[config.mk]
export PLATFORM = sky130hd
export DESIGN_NAME = b1_rx
export DESIGN_NICKNAME = d
export VERILOG_FILES = /design/src/rtl/b1_rx.sv
export SDC_FILE = /design/constraint.sdc
export NUM_CORES = 1
export LEC_CHECK = 0
export BUFFER_PORTS_ARGS = -buffer_cell sky130_fd_sc_hd__buf_2
export CAP_MARGIN = 20
export CELL_PAD_IN_SITES_DETAIL_PLACEMENT = 1
export CELL_PAD_IN_SITES_GLOBAL_PLACEMENT = 2
export CORE_ASPECT_RATIO = 0.6
export CORE_UTILIZATION = 39
export CTS_CLUSTER_DIAMETER = 100
export DETAILED_ROUTE_END_ITERATION = 7
export GPL_TIMING_DRIVEN = 0
export PLACE_DENSITY_LB_ADDON = 0.1
export SLEW_MARGIN = 15
export SYNTH_ARGS = -nofsm -noshare
export SYNTH_HDL_FRONTEND = slang
export SYNTH_SLANG_ARGS = --single-unit
[constraint.sdc]
create_clock -name clock -period 2.9 [get_ports clock]
set_input_delay 0.145 -clock clock [delete_from_list [all_inputs] [get_ports clock]]
set_output_delay 0.145 -clock clock [all_outputs]
set_load 0.03 [all_outputs]
[src/rtl/b1_rx.sv]
// b1 code-word receiver: checks each 4-bit word for legality, decodes legal words
// into a small FIFO of {ambig, data} and counts dropped illegal words.
module b1_rx #(
    parameter int DEPTH = 4,
    parameter int CNT_W = 8
) (
    input  logic                     clock,
    input  logic                     rst_n,
    input  logic                     code_valid,
    input  logic [3:0]               code,
    output logic                     code_ready,
    output logic                     dec_valid,
    output logic [2:0]               dec_data,
    output logic                     dec_ambig,
    input  logic                     dec_ready,
    output logic [$clog2(DEPTH):0]   dec_level,
    input  logic                     clear_err,
    output logic [CNT_W-1:0]         err_count
);

    localparam int AW = $clog2(DEPTH);
    localparam int LW = AW + 1;

    // Returns {legal, ambig, pi2, pi1, pi0}; ambiguous words take pi1/pi0 from history.
    function automatic logic [4:0] b1_decode(input logic [3:0] cw, input logic h);
        logic       legal;
        logic       amb;
        logic [2:0] d;
        legal = (cw[0] != cw[3]) && !(cw[1] && cw[2]);
        d[2]  = cw[0];
        if (cw[1]) begin
            d[1] = ~h;
            d[0] = h;
            amb  = 1'b1;
        end else begin
            d[1] = cw[2] ? ~cw[0] : cw[0];
            d[0] = d[1];
            amb  = 1'b0;
        end
        return {legal, amb, d};
    endfunction

    logic [3:0]       mem_r [DEPTH];
    logic [AW-1:0]    wr_ptr_r, rd_ptr_r;
    logic [LW-1:0]    level_r;
    logic             hist_r;
    logic [CNT_W-1:0] err_r;
    logic             code_ready_r, dec_valid_r;
    logic [3:0]       head_r;

    logic [4:0]       dec_s;
    logic             acc_s, push_s, pop_s, bad_s;
    logic [AW-1:0]    rd_ptr_nxt_s;
    logic [LW-1:0]    level_nxt_s;
    logic [3:0]       head_nxt_s;
    logic [CNT_W-1:0] err_nxt_s;

    // Decode, handshake and next-state for pointers, occupancy, head and error count.
    always_comb begin
        dec_s        = b1_decode(code, hist_r);
        acc_s        = code_valid & code_ready_r;
        push_s       = acc_s & dec_s[4];
        bad_s        = acc_s & ~dec_s[4];
        pop_s        = dec_valid_r & dec_ready;
        rd_ptr_nxt_s = rd_ptr_r + AW'(pop_s);
        level_nxt_s  = level_r + LW'(push_s) - LW'(pop_s);
        head_nxt_s   = 4'b0000;
        err_nxt_s    = err_r;
        // The new word becomes the head when it lands where the read pointer will point.
        if (level_nxt_s == {LW{1'b0}}) begin
            head_nxt_s = 4'b0000;
        end else if (push_s && (wr_ptr_r == rd_ptr_nxt_s)) begin
            head_nxt_s = dec_s[3:0];
        end else begin
            head_nxt_s = mem_r[rd_ptr_nxt_s];
        end
        if (clear_err) begin
            err_nxt_s = bad_s ? {{(CNT_W-1){1'b0}}, 1'b1} : {CNT_W{1'b0}};
        end else if (bad_s && (err_r != {CNT_W{1'b1}})) begin
            err_nxt_s = err_r + {{(CNT_W-1){1'b0}}, 1'b1};
        end else begin
            err_nxt_s = err_r;
        end
    end

    // FIFO storage; contents are only meaningful below the occupancy level.
    always_ff @(posedge clock) begin
        if (push_s) begin
            mem_r[wr_ptr_r] <= dec_s[3:0];
        end
    end

    // Control state and registered outputs.
    always_ff @(posedge clock or negedge rst_n) begin
        if (!rst_n) begin
            wr_ptr_r     <= {AW{1'b0}};
            rd_ptr_r     <= {AW{1'b0}};
            level_r      <= {LW{1'b0}};
            hist_r       <= 1'b0;
            err_r        <= {CNT_W{1'b0}};
            code_ready_r <= 1'b1;
            dec_valid_r  <= 1'b0;
            head_r       <= 4'b0000;
        end else begin
            wr_ptr_r     <= wr_ptr_r + AW'(push_s);
            rd_ptr_r     <= rd_ptr_nxt_s;
            level_r      <= level_nxt_s;
            hist_r       <= push_s ? dec_s[0] : hist_r;
            err_r        <= err_nxt_s;
            code_ready_r <= (level_nxt_s != LW'(DEPTH));
            dec_valid_r  <= (level_nxt_s != {LW{1'b0}});
            head_r       <= head_nxt_s;
        end
    end

    assign code_ready = code_ready_r;
    assign dec_valid  = dec_valid_r;
    assign dec_ambig  = head_r[3];
    assign dec_data   = head_r[2:0];
    assign dec_level  = level_r;
    assign err_count  = err_r;

endmodule

# Word-level counts from Yosys, hierarchy flattened
# Memories as Yosys holds them, arrays and structs flattened.
# Cells that the tools add are included.
[totals] register_bits=22 latch_bits=0 mem_bits_rw=16 romBits=0 input_bits=9 out_inout_bits=17 word_cells=43 mem_count=1
[memory_table] memory="mem_r" words=4 width=4 rd=1 rd_ports_with_merged_regs=0 write_ports=1 line_no="43" rtl="logic [3:0] mem_r [DEPTH];"
[op_classes] n_addsub=5 mul=0 n_div=0 n_lt_le_gt_ge=0 n_eq_ne=4 n_shift=0 n_mux=10 bitwise=7 n_reduce_logical=8
[ops] cell="$mux 8" count=2
[ops] cell="$add 8x1->8 const B" count=1
[ops] cell="$mux 4" count=2
[ops] cell="$ne 8x8->1 const B" count=1
[ops] cell="$mux 1" count=5
[ops] cell="$add 2x1->2" count=2
[ops] cell="$and 1x1->1" count=4
[ops] cell="$logic_and 1x1->1" count=4
[ops] cell="$add 3x1->3" count=1
[ops] cell="$logic_not 3->1" count=1
[ops] cell="$ne 3x3->1 const B" count=1
[ops] cell="$not 1->1" count=3
[ops] cell="$reduce_bool 3->1" count=1
[ops] cell="$sub 3x1->3" count=1
[ops] cell="$eq 2x2->1" count=1
[ops] cell="$mux 2" count=1
[ops] cell="$reduce_bool 2->1" count=1
[ops] cell="$logic_not 1->1" count=1
[ops] cell="$ne 1x1->1" count=1

# Longest topological paths before layout
# Gate-level depths: netlist of run 1.
[logic_depth] word_depth=8 ltp_mapped=11 mapped_depth_nobuf=11

# Worst setup path before layout of run 1
# OpenSTA, ideal clock, no wires.
[synth_timing] path_type="reg-to-reg" start="register code_ready_r, in the netlist code_ready" end="register head_r[0]" setup_time_ns=0.121 arrival_ns=2.511 required_ns=2.779 slack_ns=0.269 path_stages_with_launch=11 n_path_buf=0 path_cell_list="dfstp_2 -> nand4_4 -> ha_1 -> inv_1 -> ha_1 -> fa_1 -> xnor3_1 -> nor3_2 -> inv_1 -> o31a_1 -> a22o_1"
[synth_between] elab_chain_len=6 elab_cells_between_ends=8 cone_classes="2 x add/sub; 2 x mux; 2 x bitwise; 2 x reduce/logical"
[synth_rtl] item="start, declared" line_no="48" rtl="logic code_ready_r, dec_valid_r;"
[synth_rtl] item="start signal, assigned" line_no="110" rtl="code_ready_r <= (level_nxt_s != LW'(DEPTH));"
[synth_rtl] item="$and 1x1->1" line_no="61" rtl="acc_s = code_valid & code_ready_r;"
[synth_rtl] item="$and 1x1->1" line_no="62" rtl="push_s = acc_s & dec_s[4];"
[synth_rtl] item="$add 3x1->3" line_no="66" rtl="level_nxt_s = level_r + LW'(push_s) - LW'(pop_s);"
[synth_rtl] item="$sub 3x1->3" line_no="66"
[synth_rtl] item="named net level_nxt_s[2]" line_no="54" rtl="logic [LW-1:0] level_nxt_s;"
[synth_rtl] item="$logic_not 3->1" line_no="70" rtl="if (level_nxt_s == {LW{1'b0}}) begin"
[synth_rtl] item="$mux 4" line_no="70"
[synth_rtl] item="named net head_nxt_s[0]" line_no="55" rtl="logic [3:0] head_nxt_s;"
[synth_rtl] item="end signal, assigned" line_no="112" rtl="head_r <= head_nxt_s;"
[synth_rtl] item="end, declared" line_no="49" rtl="logic [3:0] head_r;"
# The timed path passes the listed nets, and every way through them passes these cells.
# A chain may end at the register's enable or synchronous reset.

# Worst setup path in the final report of run 1
# Same ends and word-level chain as after synthesis.

==> flow_summary.json, run 1 <==
{
  "cp_data_required_time_ns": 3.07,
  "cts_root_buf": "clkbuf_8",
  "mappedNetlistArea_um2": 1720,
  "cp-start-kind": "flop",
  "place_ws_ns": 0.0700,
  "critical-path-top-delay-family": "adder cells",
  "swShare_pct": 37.1,
  "rsz0062_at_grt": "false",
  "period_share_pct": 93.3,
  "power.leakage_nw": 0.823,
  "worst_r2r_path_depth": 10,
  "area_growth_pct": 17.2,
  "first_global_vias": 1082,
  "maxCapViolations": 0,
  "cp_num_cells": 10,
  "endpoint_kind": "flop",
  "drtIter0Drc": 40,
  "antenna_cells": 0,
  "avgSynthCellArea_um2": 14.2,
  "internal-power_mw": 1.22,
  "cpPeakStageDelay_ns": 0.58,
  "core-area_um2": 4170,
  "ys_seq_area_share_pct": 59.9,
  "min_path_type": "input port to flop",
  "worstSkewPairLatency_ns": 0.29,
  "final_nets": 168,
  "p_comb_share_pct": 40.6,
  "power_frac_seq_pct": 40.4,
  "critPathBufInv": 2,
  "finalSetupTns_ns": 0,
  "r2r_setup_slack_ns": 0.19,
  "wire_per_inst_um": 16.3,
  "critPathSlowestCell": "dfstp_2",
  "worst-path-max-fanout": 7,
  "antenna_found_initial": 0,
  "grt_max_degree": 23,
  "worstPathCellList": "nand4_4 > ha_1 > inv_1 > ha_1 > fa_1 > xnor3_1 > nor3_2 > inv_1 > o31a_1 > a22o_1",
  "final.min_clock_period_ns": 2.71,
  "synth-seq-cells": 38,
  "cp.arrival_ns": 2.88,
  "io_pins": 26,
  "cts-htree-levels": 2,
  "setup_viol": 0,
  "die_y_um": 53.5,
  "wirelength_mm": 3.48,
  "final-hold-violation-count": 0,
  "max-slew-margin-rel_pct": 60.2,
  "synthCells": 121,
  "io_buffers": 24,
  "drv_slew": 0,
  "design_area_um2": 2020,
  "cts_tree": "built",
  "syn-num-nets": 136,
  "dr.pass1.iters": 4,
  "crit_type": "flop to flop",
  "drive_gt1_share_pct": 28.6,
  "die_w_um": 87.8,
  "gp_congestion": 0.755,
  "layout_setup_ws_ns": 0.194,
  "hold_depth": 1,
  "tightest_slew_ns": 0.595,
  "dieArea_um2": 4700,
  "hold_buffers": 1,
  "placed_cell_area_um2": 1920,
  "final_antenna_net_count": 0,
  "ys_types": 35,
  "cts_buffer_depth": 2,
  "ys_warn_count": 0,
  "dp_hpwl_mm": 2.73,
  "path_clk_slew_ns": 0.07,
  "power_per_cell_area_nw_per_um2": 958,
  "vias_per_cell": 5.06,
  "cts_sinks": 38,
  "grt_overflow": 0,
  "p_sw_uw": 719,
  "post-cts-setup-buffer-count": 0,
  "fin_skew_ns": 0.00512,
  "initial_core_util_pct": 41.4,
  "cts_buffers": 5,
  "grt_usage_pct": 17.2,
  "p_clk_share_pct": 19.0,
  "rows": 18,
  "grt_pass1_wl_mm": 5.63,
  "status": "finished, final reports clean",
  "vdd_ir_drop_max_mv": 0.326,
  "max_freq_mhz": 370,
  "vias": 1083,
  "post-route-drc-count": 0,
  "cts.repair.resized": 0,
  "final_util_pct": 48.5
}
==> cells in the mapped netlist <==
cell,number,share of area [%]
a21o_1,1,0.44
a21oi_1,7,2.0
a22o_1,4,2.0
and2_1,1,0.36
and3_1,2,0.73
buf_1,2,0.44
buf_2,1,0.29
dfrtp_1,21,30
dfstp_2,1,1.5
edfxtp_1,16,28
fa_1,1,1.2
ha_1,5,3.6
inv_1,9,2.0
mux2_2,1,0.65
mux4_2,4,5.2
nand2_1,7,1.5
nand3_1,3,0.87
nand3b_1,1,0.44
nand4_4,1,1.2
nor2_1,2,0.44
nor3_1,2,0.58
nor3_2,2,1.2
nor3b_1,2,0.87
nor4_1,1,0.36
nor4_4,1,1.2
o211ai_1,1,0.44
o21ai_0,2,0.58
o311ai_0,3,1.5
o31a_1,2,1.0
o31ai_1,2,0.87
o41ai_1,3,1.5
or4_1,3,1.3
xnor3_1,1,1.3
xor2_1,4,2.0
xor2_2,2,1.9
==> worst paths after layout <==
kind                        startpoint     endpoint
max                         code_ready    head_r[0]
min                            code[1]  mem_r[1][3]
max reg2reg                 code_ready    head_r[0]
min reg2reg                rd_ptr_r[0]  rd_ptr_r[0]
max in group asynchronous        rst_n   code_ready
min in group asynchronous        rst_n    dec_valid
==> power by group through the flow <==
stage	Clock (mW)	Sequential, mW	Combinational, mW
after floorplan	0	0.904	0.484
after global placement	0	0.786	0.775
after detailed placement	0	0.794	0.791
after CTS	0.384	0.783	0.796
after global routing	0.403	0.797	0.869
final	0.368	0.783	0.786
==> flip-flops by register name, summed over array words and instances, names as in the netlist <==
signal      flops
mem_r          16
err_count       8
head_r          4
dec_level       3
rd_ptr_r        2
wr_ptr_r        2
code_ready      1
dec_valid       1
hist_r          1
==> per-layer routing <==
metal,GRT usage (%),up-vias,share of wire (%)
met2,21.7,25,40
li1,-,525,-
met4,6.56,0,1.2
met1,27.2,528,54
met5,0,-,0
met3,4.68,5,4.6
==> kinds of logic (layout without fill, tap and decap cells) <==
kind of cell / after synthesis / count (layout) / share of synthesized area (%)
fa+ha+maj: 6 / 6 / 4.79
compound gates: 25 / 25 / 10.5
flops: 38 / 38 / 59.9
mux: 5 / 5 / 5.88
xor+xnor: 7 / 7 / 5.22
buf+inv: 12 / 45 / 2.68
simple gates: 28 / 28 / 11.1
==> final cells by class <==
| class | instances | area [um^2] |
|---|---|---|
| clock buffer | 7 | 86.3 |
| tap | 60 | 75.1 |
| fill | 442 | 2150 |
| inverter | 9 | 33.8 |
| multi-input combinational | 71 | 646 |
| timing repair buffer | 25 | 130 |
| sequential | 38 | 1030 |
| buffer | 3 | 12.5 |
| clock inverter | 1 | 5.00 |
==> metrics by stage <==
step	hold slack [ns]	instances	power, mW
2_1_floorplan	-0.151	121	1.39
3_3_place_gp	0.136	205	1.56
3_5_place_dp	0.144	205	1.58
4_1_cts	0.187	214	1.96
5_1_grt	0.201	214	2.07
6_report	0.184	214	1.94
==> worst reg2reg max path: cells and delay by family, from the launching register on <==
family                   cells  cell delay, ns
adder cells (fa/ha/maj)      3            0.88
flip-flops                   1            0.58
AND/OR/NAND/NOR              2            0.38
AO/OA/AOI/OAI                2            0.38
XOR/XNOR                     1            0.24
buffers and inverters        2            0.13
==> cells in the final DEF (no fill, tap or decap), types with 2 or more instances in the layout <==
cell | synthesis | routed
edfxtp_1 | 16 | 16
inv_1 | 9 | 9
nor3b_1 | 2 | 2
nor3_2 | 2 | 2
nor3_1 | 2 | 2
xor2_2 | 2 | 2
o21ai_0 | 2 | 2
nand2_1 | 7 | 7
mux4_2 | 4 | 4
nand3_1 | 3 | 3
and3_1 | 2 | 2
o31a_1 | 2 | 2
buf_2 | 1 | 25
clkbuf_8 | 0 | 6
o41ai_1 | 3 | 3
a21oi_1 | 7 | 7
nor2_1 | 2 | 2
o31ai_1 | 2 | 2
a22o_1 | 4 | 4
xor2_1 | 4 | 4
or4_1 | 3 | 3
ha_1 | 5 | 5
dfrtp_1 | 21 | 21
buf_1 | 2 | 2
o311ai_0 | 3 | 3
Power figures use the tool's default switching activity.
==> inputs of run 2 (changes only) <==
--- a/config.mk
+++ b/config.mk
@@ -7,14 +7,13 @@
 export LEC_CHECK = 0
 export BUFFER_PORTS_ARGS = -buffer_cell sky130_fd_sc_hd__buf_2
 export CAP_MARGIN = 20
-export CELL_PAD_IN_SITES_DETAIL_PLACEMENT = 1
-export CELL_PAD_IN_SITES_GLOBAL_PLACEMENT = 2
 export CORE_ASPECT_RATIO = 0.6
-export CORE_UTILIZATION = 39
+export CORE_UTILIZATION = 50
 export CTS_CLUSTER_DIAMETER = 100
+export CTS_CLUSTER_SIZE = 14
 export DETAILED_ROUTE_END_ITERATION = 7
 export GPL_TIMING_DRIVEN = 0
-export PLACE_DENSITY_LB_ADDON = 0.1
+export PLACE_DENSITY = 0.71
 export SLEW_MARGIN = 15
 export SYNTH_ARGS = -nofsm -noshare
 export SYNTH_HDL_FRONTEND = slang
==> constraint.sdc (replaced) <==
create_clock -name clock -period 2.9 [get_ports clock]
set_input_delay 0.29 -clock clock [delete_from_list [all_inputs] [get_ports clock]]
set_output_delay 0.29 -clock clock [all_outputs]
set_load 0.03 [all_outputs]
==> run 2 against run 1 <==
  * Non-clock buffer count is 1 higher
  * Combinational power is 5.1% higher
  * Fmax is 1.2% lower
  * Hold slack better by 0.12 ns
  * Cell area is 0.25% lower
  * First-iteration DRC count is 95% higher
  * Clock-buffer cell count is 1 higher
  * Power is 2.3% higher
  * Core utilization is 13 points higher
  * Flip-flop and latch count stayed put
  * Critical endpoint is now head_r[1]
  * Largest cell class unchanged
  * Largest power group unchanged
==> flow_summary.json, run 2 (synthesized netlist as in run 1, its figures left out) <==
{
  "final.min_clock_period_ns": 2.74,
  "period_share_pct": 94.5,
  "grtUsageMet2_pct": 31.0,
  "maxCapViolations": 0,
  "cts_buffers": 5,
  "rows": 16,
  "power_per_cell_area_nw_per_um2": 983,
  "grt_max_degree": 23,
  "gp_congestion": 0.696,
  "cts_root_buf": "clkbuf_8",
  "final-hold-violation-count": 0,
  "grt_overflow": 0,
  "min_path_type": "input port to flop",
  "crit_type": "flop to flop",
  "area_growth_pct": 16.9,
  "vias_per_cell": 5.57,
  "gr-usage-met1_pct": 30.6,
  "final_nets": 169,
  "place_ws_ns": -0.0799,
  "final_antenna_net_count": 0,
  "worstSkewPairLatency_ns": 0.29,
  "fin_skew_ns": 0.00459,
  "max-slew-margin-rel_pct": 57.0,
  "power.leakage_nw": 0.828,
  "fillCellCount": 265,
  "dieArea_um2": 3690,
  "critPathSlowestCell": "dfstp_2",
  "initial_core_util_pct": 52.8,
  "die_w_um": 77.8,
  "drive_gt1_share_pct": 29.0,
  "grt_pass1_wl_mm": 5.40,
  "io_buffers": 24,
  "grt_usage_pct": 21.0,
  "tightest_slew_ns": 0.640,
  "dp_hpwl_mm": 2.48,
  "cp.arrival_ns": 2.92,
  "wire_per_inst_um": 16.9,
  "layout_setup_ws_ns": 0.160,
  "post-route-drc-count": 0,
  "worstPathCellList": "nand4_4 > ha_1 > inv_1 > ha_1 > fa_1 > xnor3_2 > nor3_4 > inv_1 > o31a_1 > a22o_1",
  "cts_sinks": 38,
  "io_pins": 26,
  "holdWs_ns": 0.302,
  "worst-path-max-fanout": 7,
  "dr.pass1.iters": 4,
  "power_mw": 1.98,
  "cp-start-kind": "flop",
  "endpoint_kind": "flop",
  "dp.cells": 190,
  "path_clk_slew_ns": 0.07,
  "vdd_ir_drop_max_mv": 0.437,
  "largest-register": "mem_r",
  "critical-path-top-delay-family": "adder cells",
  "largest_reg_flops": 16,
  "top_usage_layer": "met2",
  "final_cell_mix": "buf_2 (25), dfrtp_1 (21), edfxtp_1 (16)",
  "drv_slew": 0,
  "grtUsageMet3_pct": 5.14,
  "vias": 1114,
  "critPathBufInv": 2,
  "drtIter0Drc": 78,
  "cts-htree-levels": 2,
  "cts_tree": "built",
  "antenna_cells": 0,
  "final_common_cell": "buf_2",
  "final_cells": 200,
  "cpPeakStageDelay_ns": 0.59,
  "first_global_vias": 1079,
  "wirelength_mm": 3.37,
  "final_util_pct": 61.8,
  "antenna_found_initial": 0,
  "cts_buffer_depth": 2,
  "core-area_um2": 3260,
  "setup_viol": 0,
  "cp_data_required_time_ns": 3.08,
  "status": "finished, final reports clean",
  "die_y_um": 47.5,
  "max_freq_mhz": 365
}
run 2: changes by cell type in the layout (fill, tap and decap cells not counted):
cell	previous run	this run
buf_4	0	1
clkbuf_1	1	2
clkinv_2	1	0
nor3_2	2	1
nor3_4	0	1
xnor3_1	1	0
xnor3_2	0	1
run 2: per-stage QoR:
step           setup TNS (ns)  instance area, um^2
2_1_floorplan               0                 1720
3_3_place_gp                0                 1900
3_5_place_dp           -0.293                 1900
4_1_cts                     0                 2000
5_1_grt              -0.00244                 2020
6_report                    0                 2020
run 2: power by group:
part,internal [mW],switching (mW)
Clock,0.194,0.177
Combinational,0.354,0.472
Sequential,0.701,0.0830
run 2: timing repair:
action / in CTS / in global routing
setup endpoints to repair: 0 / 4
endpoints found under the hold margin: 21 / 0
buffers inserted: 0 / 1
hold buffers: 1 / 0
resized for setup: 0 / 2
run 2: final timing paths:
check | from | to | slack, ns | depth (start not counted)
max in group asynchronous | rst_n | code_ready | 2.02 | 2
hold / removal | code[1] | mem_r[1][3] | 0.30 | 1
setup / recovery | code_ready | head_r[1] | 0.16 | 10
min in group asynchronous | rst_n | err_count[4] | 0.52 | 2
setup reg to reg | code_ready | head_r[1] | 0.16 | 10
hold reg to reg | rd_ptr_r[0] | rd_ptr_r[0] | 0.53 | 1
run 2: layout make-up:
class                           count  area [um^2]  share of cell area (%)
Timing Repair Buffer               26          138                    6.83
Multi-Input combinational cell     71          653                    32.4
Tap cell                           45         56.3                    2.79
Sequential cell                    38         1030                    51.2
Inverter                            9         33.8                    1.68
Buffer                              3         12.5                   0.621
Clock buffer                        8         90.1                    4.47
run 2: layer usage:
metal,vias up,routed length (um)
met2,50,1520
li1,529,-
met4,0,29
met1,531,1520
met5,-,0
met3,4,308
